`config.mk`:
```
export PLATFORM = sky130hd
export DESIGN_NAME = io_pattern_exerciser
export DESIGN_NICKNAME = d
export VERILOG_FILES = /design/src/rtl/io_pattern_exerciser.sv
export SDC_FILE = /design/constraint.sdc
export NUM_CORES = 1
export LEC_CHECK = 0
export ABC_CLOCK_PERIOD_IN_PS = 5100
export BUFFER_PORTS_ARGS = -buffer_cell sky130_fd_sc_hd__buf_2
export CORE_MARGIN = 2
export CORE_UTILIZATION = 32
export DETAILED_ROUTE_END_ITERATION = 10
export SYNTH_ARGS = -nofsm -noshare
export SYNTH_HDL_FRONTEND = slang
export SYNTH_SLANG_ARGS = --single-unit
export TNS_END_PERCENT = 20
```
`constraint.sdc`:
```
create_clock -name clk -period 5.1 [get_ports clk]
set_input_delay 1.02 -clock clk [delete_from_list [all_inputs] [get_ports clk]]
set_output_delay 1.02 -clock clk [all_outputs]
set_load 0.1 [all_outputs]
```
`src/rtl/io_pattern_exerciser.sv`:
```
// Multi-channel IO exerciser: drives an LFSR pattern onto pad buffers,
// sets the tristate controls per test mode and checks pad_i against the
// expected vector in loopback/input modes.
//
// state  | meaning
// -------+-----------------------------------------------------------
// IDLE   | waiting for start; pads released, error results held
// DRIVE  | present expected vector on pad_o, pad_t set per mode
// WAIT   | hold pads for SETTLE cycles of round-trip latency
// SAMPLE | compare pad_i (LOOP/IN), step LFSR and vector count
// DONE   | one-cycle done pulse, pads released
module io_pattern_exerciser #(
    parameter int          CHANNELS    = 8,
    parameter int          NUM_VECTORS = 64,
    parameter int          SETTLE      = 2,
    parameter logic [15:0] SEED        = 16'hACE1,
    parameter int          ERR_W       = 8
) (
    input  logic                clk,
    input  logic                rst_n,
    input  logic                start,
    input  logic [1:0]          mode,
    output logic [CHANNELS-1:0] pad_o,
    output logic [CHANNELS-1:0] pad_t,
    input  logic [CHANNELS-1:0] pad_i,
    output logic                busy,
    output logic                done,
    output logic [ERR_W-1:0]    err_count,
    output logic [CHANNELS-1:0] err_mask
);

    typedef enum logic [2:0] {
        S_IDLE,
        S_DRIVE,
        S_WAIT,
        S_SAMPLE,
        S_DONE
    } state_t;

    localparam logic [1:0]  MODE_OUT  = 2'd0;
    localparam logic [1:0]  MODE_TRI  = 2'd1;
    localparam logic [1:0]  MODE_LOOP = 2'd2;
    localparam logic [1:0]  MODE_IN   = 2'd3;
    localparam logic [15:0] LAST_VEC  = 16'(NUM_VECTORS - 1);
    // Wait counter counts down to zero, so it is loaded with SETTLE-1.
    localparam logic [7:0]  SETTLE_LD = (SETTLE > 0) ? 8'(SETTLE - 1) : 8'd0;

    state_t                state_q;
    logic [1:0]            mode_q;
    logic [15:0]           lfsr_q;
    logic [15:0]           vcnt_q;
    logic [7:0]            wcnt_q;
    logic [CHANNELS-1:0]   pad_o_q;
    logic [CHANNELS-1:0]   pad_t_q;
    logic                  busy_q;
    logic                  done_q;
    logic [ERR_W-1:0]      err_count_q;
    logic [CHANNELS-1:0]   err_mask_q;

    logic [15:0]           lfsr_d;
    logic [15:0]           vcnt_d;
    logic [ERR_W-1:0]      err_count_d;
    logic [CHANNELS-1:0]   diff;
    logic                  check_en;

    // Tristate pattern for a vector: TRI mode floats the pads on odd vectors.
    function automatic logic [CHANNELS-1:0] tri_mask(input logic [1:0] m, input logic odd);
        logic [CHANNELS-1:0] t;
        t = '0;
        case (m)
            MODE_TRI: t = odd ? '1 : '0;
            MODE_IN:  t = '1;
            default:  t = '0;
        endcase
        return t;
    endfunction

    // Next LFSR value, vector count and saturating error count.
    always_comb begin
        lfsr_d      = {lfsr_q[0] ^ lfsr_q[2] ^ lfsr_q[3] ^ lfsr_q[5], lfsr_q[15:1]};
        vcnt_d      = vcnt_q + 16'd1;
        diff        = pad_i ^ lfsr_q[CHANNELS-1:0];
        check_en    = (mode_q == MODE_LOOP) || (mode_q == MODE_IN);
        err_count_d = (err_count_q == '1) ? err_count_q : err_count_q + ERR_W'(1);
    end

    // Sequencer with registered pad controls, status and error results.
    always_ff @(posedge clk or negedge rst_n) begin
        if (!rst_n) begin
            state_q     <= S_IDLE;
            mode_q      <= MODE_OUT;
            lfsr_q      <= SEED;
            vcnt_q      <= '0;
            wcnt_q      <= '0;
            pad_o_q     <= '0;
            pad_t_q     <= '1;
            busy_q      <= 1'b0;
            done_q      <= 1'b0;
            err_count_q <= '0;
            err_mask_q  <= '0;
        end else begin
            case (state_q)
                S_IDLE: begin
                    if (start) begin
                        state_q     <= S_DRIVE;
                        mode_q      <= mode;
                        lfsr_q      <= SEED;
                        vcnt_q      <= '0;
                        err_count_q <= '0;
                        err_mask_q  <= '0;
                        pad_o_q     <= SEED[CHANNELS-1:0];
                        pad_t_q     <= tri_mask(mode, 1'b0);
                        busy_q      <= 1'b1;
                    end
                end
                S_DRIVE: begin
                    if (SETTLE > 0) begin
                        state_q <= S_WAIT;
                        wcnt_q  <= SETTLE_LD;
                    end else begin
                        state_q <= S_SAMPLE;
                    end
                end
                S_WAIT: begin
                    if (wcnt_q == 8'd0) begin
                        state_q <= S_SAMPLE;
                    end else begin
                        wcnt_q <= wcnt_q - 8'd1;
                    end
                end
                S_SAMPLE: begin
                    if (check_en && (diff != '0)) begin
                        err_count_q <= err_count_d;
                        err_mask_q  <= err_mask_q | diff;
                    end
                    lfsr_q <= lfsr_d;
                    vcnt_q <= vcnt_d;
                    if (vcnt_q == LAST_VEC) begin
                        state_q <= S_DONE;
                        busy_q  <= 1'b0;
                        done_q  <= 1'b1;
                        pad_t_q <= '1;
                    end else begin
                        state_q <= S_DRIVE;
                        pad_o_q <= lfsr_d[CHANNELS-1:0];
                        pad_t_q <= tri_mask(mode_q, vcnt_d[0]);
                    end
                end
                S_DONE: begin
                    state_q <= S_IDLE;
                    done_q  <= 1'b0;
                end
                default: begin
                    state_q <= S_IDLE;
                end
            endcase
        end
    end

    assign pad_o     = pad_o_q;
    assign pad_t     = pad_t_q;
    assign busy      = busy_q;
    assign done      = done_q;
    assign err_count = err_count_q;
    assign err_mask  = err_mask_q;

endmodule

```
==> results.yml, run 1 <==
pwr:
  powerDensity_mw_per_mm2: 732
  switchingPower_mw: 1.49
  cellLeakagePower_nw: 1.86
  p_int_mw: 1.44
  ir_worst_vdd_uv: 486
  power_frac_comb_pct: 49.4
  seq_power_share_pct: 32.1
  clock_power_share_pct: 18.5
  switching_share_pct: 50.9
critical_path:
  worstPathArrival_ns: 2.93
  path_class: "flip-flop to flip-flop"
  required_ns: 5.35
  endpoint_kind: "flip-flop"
  critPathMaxFanout: 21
  start_kind: "flip-flop"
floorplanning:
  start_util_pct: 33.2
  num_rows: 37
  coreArea_mm2: 0.0104
  pin_count: 47
  die_h_um: 108
  die_x_um: 108
  design.die.area_mm2: 0.0117
synth:
  synth_compound_area_share_pct: 15.3
  netlist_instances: 351
  synth_cell_types: 49
  synth_area_mm2: 0.00346
  synthAdderAreaFrac_pct: 1.45
  synth_top_area_share_pct: 45.6
  ys_top_cells_by_count: "63 x dfrtp_1, 53 x nand2_1, 32 x o21ai_0"
  synth_top_family_by_area: "simple AND/OR/NAND/NOR gates"
  synthTopCellsByArea: "dfrtp_1 46%, dfstp_2 6.8%, nand2_1 5.8%, o21ai_0 4.6%, xnor2_1 3.3%"
  yosys_register_bits: 72
  synthesis.nets: 368
  synth-async-reset-ratio_pct: 100
  synthSimpleGateAreaFrac_pct: 19.5
  synth-edff-count: 0
  synth_warnings: 0
  synthMostInstantiatedCell: "dfrtp_1"
  synth_top_cell_by_area: "dfrtp_1"
  yosysSeqAreaShare_pct: 52.4
  syn_avg_cell_area_um2: 9.85
  yosys-mux-area-fraction_pct: 2.90
  synth_xor_area_share_pct: 4.31
  synth-main-ff-cell: "dfrtp_1"
global_routing:
  grt_overflow: 0
  first_global_vias: 2687
  antenna_found_initial: 0
  grt_pass1_wl_um: 13000
  grt_max_degree: 46
  grt_use_total_pct: 14.3
clock_network:
  clock_path_buffers: 2
  numCtsBuffers: 9
  cts_sinks: 72
  clk_pin_slew_ns: 0.09
  cts_resized: 0
  ctsHoldBuffers: 0
  cts_setup_buffers: 0
  cts_tree: "done"
  clock_latency_ns: 0.35
  cts-root-buf: "clkbuf_8"
  htreeDepth: 3
drt:
  drt_iter0_drc: 133
  wl_met2_um: 3680
  dr_wl_met3_um: 278
  vias_per_cell: 5.09
  top_layer: "met4"
  drt-pass1-iter-count: 4
  m1WireLength_um: 3580
  route.detailed.drc: 0
  drtAntennaViolNets: 0
  routedWlPerCell_um: 14.5
  vias: 2699
  drt-total-wl_um: 7710
sta:
  tns_ns: 0
  fin_skew_ns: 0.0158
  setup_ws_ns: 2.41
  hold_violations: 0
  drv_slew: 0
  max-slew-margin-rel_pct: 28.7
  period_needed_ns: 2.69
  fmax_mhz: 372
  setup_viol: 0
  max_slew.worst_pin.slew_ns: 1.07
  finalCritPeriodShare_pct: 52.7
  rsz0062_at_grt: "false"
cells_and_area:
  area_growth_pct: 15.6
  num_antenna_cells: 0
  instances_no_fill: 530
  nNetsFinal: 406
  seq_area_mm2: 0.00181
  fillers: 1046
  multi_input_area_mm2: 0.00150
  fin_area_mm2: 0.00400
  drive_above_1_share_pct: 21.1
placement:
  place_congestion: 0.815
  numPlacedInstances: 514
  place_ws_ns: 2.30
  io_buffers: 46
  dp_hpwl_um: 5280
  dpl_cell_area_mm2: 0.00376
status:
  status: "finished clean"
job:
  drv_cap: 0
worst_hold_path:
  hold_path.class: "flip-flop to flip-flop"
routing by layer:
| layer | global-route usage [%] | vias up |
|---|---|---|
| met2 | 23.0 | 46 |
| met4 | 7.42 | 0 |
| met1 | 18.3 | 1327 |
| met3 | 2.95 | 11 |
| li1 | - | 1315 |
| met5 | 0 | - |
power groups by stage:
stage | registers, mW | logic (mW) | clock network, mW
after floorplan | 1.35 | 0.816 | 0
after global placement | 0.945 | 1.44 | 0
after detailed placement | 0.948 | 1.46 | 0
final | 0.939 | 1.45 | 0.540
after global routing | 0.968 | 1.55 | 0.578
after CTS | 0.940 | 1.46 | 0.552
critical path, cell delays in order (launching register included):
cell and delay [ns]:
dfrtp_1 0.59, and3b_1 0.75, nand2_1 0.37, o21ba_2 0.46
a21oi_1 0.10, a211o_1 0.30
layout by cell type, fill, tap and decap left out, types with 4 or more instances in the layout:
cell,instances
dfrtp_1,63
nand2_1,53
buf_2,46
o21ai_0,32
nor2_1,23
nand3_1,20
a21oi_1,13
xnor2_1,13
mux2i_1,10
clkbuf_8,9
dfstp_2,9
a31oi_1,8
and3_1,7
inv_1,6
nor4_1,6
o22a_1,6
a22o_1,5
or3_1,4
xor2_1,4
nand4_1,4
ha_1,4
logic make-up after synthesis:
group / after synthesis
AO/OA/AOI/OAI: 83
XOR/XNOR: 17
AND/OR/NAND/NOR: 137
multiplexers: 10
buffers and inverters: 28
adder cells (fa/ha/maj): 4
flip-flops: 72
path summary, 6_finish.rpt:
path / startpoint / endpoint / slack [ns] / cells past startpoint
min: busy / busy / 0.48 / 2
min reg2reg: busy / busy / 0.48 / 2
min in group asynchronous: rst_n / done / 0.85 / 1
max in group asynchronous: rst_n / pad_t[6] / 3.27 / 2
max reg2reg: state_q[0] / err_count[7] / 2.41 / 5
max: state_q[0] / err_count[7] / 2.41 / 5
sequential cells by signal, indices dropped and copies added (netlist names), 2 cells and up:
| register | cells |
|---|---|
| wcnt_q | 8 |
| vcnt_q | 16 |
| state_q | 3 |
| pad_o | 8 |
| err_count | 8 |
| lfsr_q | 16 |
| err_mask | 8 |
| mode_q | 2 |
area by class of cell:
cell class	instances	share of cell area, %
clock inverters	6	2.72
multi-input cells	251	37.6
flip-flops and latches	72	45.4
well taps	136	4.26
clock buffers	10	3.19
inverters	6	0.564
repair buffers	49	6.32
metrics by stage:
step | hold slack, ns | utilization [%] | total power [mW]
6_report | 0.480 | 38.4 | 2.92
4_1_cts | 0.490 | 38.4 | 2.95
3_3_place_gp | 0.461 | 36.1 | 2.39
5_1_grt | 0.517 | 38.4 | 3.10
3_5_place_dp | 0.470 | 36.1 | 2.41
2_1_floorplan | 0.446 | - | 2.17
Note: power is estimated with default switching activity, not from simulation.
==> inputs of run 2 (changes only) <==
--- a/config.mk
+++ b/config.mk
@@ -5,7 +5,8 @@
 export SDC_FILE = /design/constraint.sdc
 export NUM_CORES = 1
 export LEC_CHECK = 0
-export ABC_CLOCK_PERIOD_IN_PS = 5100
+export ABC_AREA = 1
+export ABC_CLOCK_PERIOD_IN_PS = 2750
 export BUFFER_PORTS_ARGS = -buffer_cell sky130_fd_sc_hd__buf_2
 export CORE_MARGIN = 2
 export CORE_UTILIZATION = 32
==> constraint.sdc (replaced) <==
create_clock -name clk -period 2.75 [get_ports clk]
set_input_delay 0.55 -clock clk [delete_from_list [all_inputs] [get_ports clk]]
set_output_delay 0.55 -clock clk [all_outputs]
set_load 0.1 [all_outputs]
==> run 2 against run 1 <==
Register-to-register slack worse by 1.6 ns. Clock skew is 0.010 ns lower. Global-route usage increased by 0.29 points. Sequential share of layout area fell by 5.5 points. Clock-buffer cell count stayed put. Combinational power grew 110%. Non-clock buffer count grew 2. Largest cell class unchanged. Critical path type is now flip-flop to output pin. Die area increased by 13%. First-iteration DRC count rose by 20%.
==> results.yml, run 2 <==
status:
  status: "finished clean"
global_routing:
  first_global_vias: 3119
  grt_max_degree: 35
  grt_pass1_wl_um: 15000
  grt_use_total_pct: 14.6
  grt_overflow: 0
  antenna_found_initial: 0
sta:
  drv_slew: 0
  period_needed_ns: 1.93
  fin_skew_ns: 0.00559
  finalCritPeriodShare_pct: 70.1
  max_slew.worst_pin.slew_ns: 0.617
  fmax_mhz: 519
  rsz0062_at_grt: "false"
  setup_viol: 0
  tns_ns: 0
  max-slew-margin-rel_pct: 58.8
  hold_violations: 0
clock_network:
  cts_resized: 0
  ctsHoldBuffers: 0
  clock_latency_ns: 0.35
  cts_tree: "done"
  htreeDepth: 3
  numCtsBuffers: 9
  cts_sinks: 72
  clock_path_buffers: 2
  cts-root-buf: "clkbuf_16"
  clk_pin_slew_ns: 0.06
  cts_setup_buffers: 0
critical_path:
  reg2reg_setup_slack_ns: 0.85
  path_buf_inv: 1
  start_kind: "flip-flop"
  r2r_end: "err_count[0]"
  reg2regPathDepth: 9
  worstPathArrival_ns: 1.38
  critPathMaxFanout: 9
  rr_startpoint: "state_q[2]"
  endpoint_kind: "output pin"
  crit_family: "flip-flops"
  path_cells: "buf_2"
  cp_slowest_cell: "dfstp_2"
  path_class: "flip-flop to output pin"
  cpPeakStageDelay_ns: 0.59
  required_ns: 2.20
synth:
  synth_warnings: 0
  yosys_register_bits: 72
  synthesis.nets: 518
  synth_area_mm2: 0.00394
  ys_top_cells_by_count: "137 x nand2_1, 74 x inv_1, 63 x dfrtp_1"
  synth-async-reset-ratio_pct: 100
  synthTopCellsByArea: "dfrtp_1 40%, nand2_1 13%, inv_1 7.0%, nand3_1 6.7%, dfstp_2 6.0%"
  synth-main-ff-cell: "dfrtp_1"
  netlist_instances: 501
  synth_top_cell_by_area: "dfrtp_1"
  synth-edff-count: 0
  yosysSeqAreaShare_pct: 46.0
  synth_cell_types: 36
  synth_top_area_share_pct: 40.0
  synthMostInstantiatedCell: "nand2_1"
  syn_avg_cell_area_um2: 7.86
drt:
  drt-total-wl_um: 8840
  drt_iter0_drc: 159
  drtAntennaViolNets: 0
  vias: 3296
  drt-pass1-iter-count: 4
  routedWlPerCell_um: 12.7
  vias_per_cell: 4.74
  route.detailed.drc: 0
cells_and_area:
  mostFrequentLayoutCells: "137 x nand2_1, 74 x inv_1, 63 x dfrtp_1"
  layout_commonest_cell: "nand2_1"
  nNetsFinal: 560
  instances_no_fill: 695
  fillers: 1247
  drive_above_1_share_pct: 19.3
  reg.largest.list: "lfsr_q x16, vcnt_q x16"
  post-route-util_pct: 37.8
  num_antenna_cells: 0
  area_growth_pct: 15.3
floorplanning:
  die_x_um: 115
  start_util_pct: 32.8
  num_rows: 40
  pin_count: 47
  design.die.area_mm2: 0.0132
  coreArea_mm2: 0.0120
  die_h_um: 115
pwr:
  powerDensity_mw_per_mm2: 1310
  finalPower_mw: 5.98
  ir_worst_vdd_uv: 744
  cellLeakagePower_nw: 2.40
placement:
  dp_hpwl_um: 6430
  io_buffers: 46
  numPlacedInstances: 679
  place_congestion: 0.860
job:
  drv_cap: 0
worst_hold_path:
  hold_path.class: "primary input to async pin"
-- run 2: cell count changes after synthesis, sizes merged, moves of 9 or more --
cell,previous run,this run
nand2,53,146
mux2i,10,0
o22ai,1,10
nand3,20,54
inv,6,78
xnor2,13,3
nor2,23,34
-- run 2: area by class of cell --
| class | count | area [um2] | share of cell area [%] |
|---|---|---|---|
| flip-flops and latches | 72 | 1810 | 39.9 |
| multi-input cells | 329 | 1660 | 36.5 |
| inverters | 80 | 303 | 6.66 |
| repair buffers | 51 | 280 | 6.17 |
| clock buffers | 10 | 239 | 5.26 |
| well taps | 147 | 184 | 4.05 |
| clock inverters | 6 | 67.6 | 1.49 |
-- run 2: worst max path at each step --
stage               slack [ns]          from  cells past startpoint           end
floorplan                 0.50  err_count[0]                      9  err_count[5]
global placement          0.90    state_q[2]                      9  err_count[7]
detailed placement        0.83    state_q[2]                      9  err_count[3]
finish                    0.82      pad_t[6]                      1      pad_t[0]
CTS                       0.80      pad_t[6]                      1      pad_t[7]
global route              0.68    state_q[0]                      8  err_count[7]
-- run 2: layer usage --
metal	track usage, %	wire [um]
met2	23.9	4420
met5	0	0
met3	4.06	328
met1	18.0	3940
met4	6.51	141
-- run 2: logic make-up after synthesis --
family,count (synthesis),share of synthesized area [%]
buffers and inverters,100,11.9
AND/OR/NAND/NOR,254,29.7
XOR/XNOR,9,2.00
flip-flops,72,46.0
adder cells (fa/ha/maj),4,1.27
AO/OA/AOI/OAI,62,9.11
-- run 2: worst reg2reg max path: stages, from the launching register on --
cell and delay, ns:
dfrtp_1 0.41, inv_2 0.13, nand3_4 0.12, buf_4 0.25, nand2_4 0.27, inv_4 0.17
nor2_8 0.21, nand2_4 0.10, nand2_1 0.08, nand2_1 0.05
-- run 2: power breakdown --
| group | switching (mW) | internal [mW] | total (mW) |
|---|---|---|---|
| registers | 0.268 | 1.44 | 1.71 |
| clock network | 0.470 | 0.729 | 1.20 |
| logic | 2.40 | 0.670 | 3.07 |
| total | 3.14 | 2.84 | 5.98 |
-- run 2: stage by stage --
stage | setup WS (ns) | hold slack, ns | instance area (um2)
finish | 0.823 | 0.217 | 4540
global route | 0.681 | 0.274 | 4540
CTS | 0.804 | 0.237 | 4540
detailed placement | 0.826 | 0.464 | 4240
global placement | 0.896 | 0.450 | 4240
floorplan | 0.504 | 0.254 | 3940
==> inputs of run 3 (changes only) <==
--- a/config.mk
+++ b/config.mk
@@ -5,8 +5,8 @@
 export SDC_FILE = /design/constraint.sdc
 export NUM_CORES = 1
 export LEC_CHECK = 0
-export ABC_AREA = 1
-export ABC_CLOCK_PERIOD_IN_PS = 2750
+export ABC_AREA = 0
+export ABC_CLOCK_PERIOD_IN_PS = 1800
 export BUFFER_PORTS_ARGS = -buffer_cell sky130_fd_sc_hd__buf_2
 export CORE_MARGIN = 2
 export CORE_UTILIZATION = 32
==> constraint.sdc (replaced) <==
create_clock -name clk -period 1.8 [get_ports clk]
set_input_delay 0.36 -clock clk [delete_from_list [all_inputs] [get_ports clk]]
set_output_delay 0.36 -clock clk [all_outputs]
set_load 0.1 [all_outputs]
==> run 3 against run 2 <==
Critical path depth is 4 higher. Clock skew rose by 0.0063 ns. Core utilization grew 3.7 points. Non-clock buffer count grew 25. Clock-buffer cell count decreased by 1. Power up 45%. Critical endpoint is now wcnt_q[1]. Largest power group unchanged.
==> results.yml, run 3 (same netlist as run 1, synthesis figures left out) <==
status:
  status: "finished clean"
drt:
  vias_per_cell: 5.00
  vias: 2786
  routedWlPerCell_um: 14.4
  drt_iter0_drc: 119
  route.detailed.drc: 0
  drt-total-wl_um: 8030
  drtAntennaViolNets: 0
  drt-pass1-iter-count: 4
clock_network:
  cts-root-buf: "clkbuf_8"
  cts_tree: "done"
  ctsHoldBuffers: 0
  clock_latency_ns: 0.36
  clk_pin_slew_ns: 0.08
  numCtsBuffers: 9
  htreeDepth: 3
  clock_path_buffers: 2
  cts_sinks: 72
sta:
  period_needed_ns: 1.78
  rsz0062_at_grt: "true"
  max-slew-margin-rel_pct: 59.3
  whs_ns: 0.0253
  tns_ns: 0
  drv_slew: 0
  finalCritPeriodShare_pct: 98.9
  max_slew.worst_pin.slew_ns: 0.609
  hold_violations: 0
  fmax_mhz: 562
  fin_skew_ns: 0.0119
  setup_viol: 0
critical_path:
  path_cells: "or4_4 > or2_4 > o21ai_4 > mux2i_1 > o22ai_1"
  worstPathArrival_ns: 2.02
  cpPeakStageDelay_ns: 0.56
  cp.depth: 5
  path_buf_inv: 0
  reg2reg_setup_slack_ns: 0.02
  critPathMaxFanout: 4
  start_kind: "flip-flop"
  required_ns: 2.03
  cp_slowest_cell: "or4_4"
  path_class: "flip-flop to flip-flop"
  endpoint_kind: "flip-flop"
  crit_family: "simple AND/OR/NAND/NOR gates"
  reg2regPathDepth: 5
pwr:
  finalPower_mw: 8.65
  ir_worst_vdd_uv: 1250
  clock_power_share_pct: 16.4
  cellLeakagePower_nw: 2.00
  switchingPower_mw: 4.35
  switching_share_pct: 50.3
  power_frac_comb_pct: 53.3
  powerDensity_mw_per_mm2: 2000
  p_int_mw: 4.30
  seq_power_share_pct: 30.3
floorplanning:
  die_h_um: 108
  die_x_um: 108
  design.die.area_mm2: 0.0117
  num_rows: 37
  pin_count: 47
  coreArea_mm2: 0.0104
  start_util_pct: 33.2
global_routing:
  grt_use_total_pct: 14.6
  grt_max_degree: 73
  antenna_found_initial: 0
  first_global_vias: 2739
  grt_overflow: 0
  grt_pass1_wl_um: 13400
cells_and_area:
  nNetsFinal: 433
  drive_above_1_share_pct: 31.8
  area_growth_pct: 25.1
  instances_no_fill: 557
  post-route-util_pct: 41.5
  mostFrequentLayoutCells: "55 x dfrtp_1, 53 x nand2_1, 38 x buf_2"
  layout_commonest_cell: "dfrtp_1"
  reg.largest.list: "lfsr_q x16, vcnt_q x16"
  fillers: 1028
  num_antenna_cells: 0
placement:
  place_congestion: 0.848
  numPlacedInstances: 538
  io_buffers: 46
  dp_hpwl_um: 5610
job:
  drv_cap: 0
worst_hold_path:
  hold_path.class: "primary input to async pin"
==> run 3: worst paths after layout <==
kind                            from          to
min reg2reg                     busy        busy
min                            rst_n  vcnt_q[11]
max reg2reg                wcnt_q[5]   wcnt_q[1]
max in group asynchronous      rst_n   lfsr_q[0]
min in group clk             mode[1]   mode_q[1]
max                        wcnt_q[5]   wcnt_q[1]
==> run 3: power groups by stage <==
| stage | logic [mW] | clock network, mW | registers (mW) |
|---|---|---|---|
| finish | 4.61 | 1.42 | 2.62 |
| detailed placement | 4.47 | 0 | 2.64 |
| global route | 4.95 | 1.52 | 2.70 |
| global placement | 4.42 | 0 | 2.63 |
| floorplan | 2.32 | 0 | 3.87 |
| CTS | 4.49 | 1.45 | 2.62 |
==> run 3: repair_timing <==
action / CTS / global route
gates resized for setup: 2 / 20
setup buffers: 0 / 3
endpoints found under the setup margin: 6 / 28
pin swaps: 0 / 11
==> run 3: cell type report <==
class	count	area, um2	share of cell area (%)
tap	136	170	3.94
clock inverter	7	93.8	2.17
clock buffer	9	124	2.86
sequential	72	1830	42.3
inverter	6	22.5	0.521
timing repair buffer	76	488	11.3
multi-input combinational	251	1600	37.0
==> run 3: per-stage QoR <==
step / instance area, um2 / setup WS (ns)
final: 4320 / 0.0192
after global routing: 4320 / -0.0377
after CTS: 4210 / -0.00354
after detailed placement: 3990 / -0.0191
after global placement: 3990 / 0.0366
after floorplan: 3490 / 0.00889
==> run 3: metal layers <==
layer / global-route usage [%] / vias up / routed length, um
met5: 0 / - / 0
met4: 6.32 / 0 / 117
met3: 2.71 / 11 / 263
met2: 23.1 / 49 / 3830
met1: 19.7 / 1355 / 3810
li1: - / 1371 / -
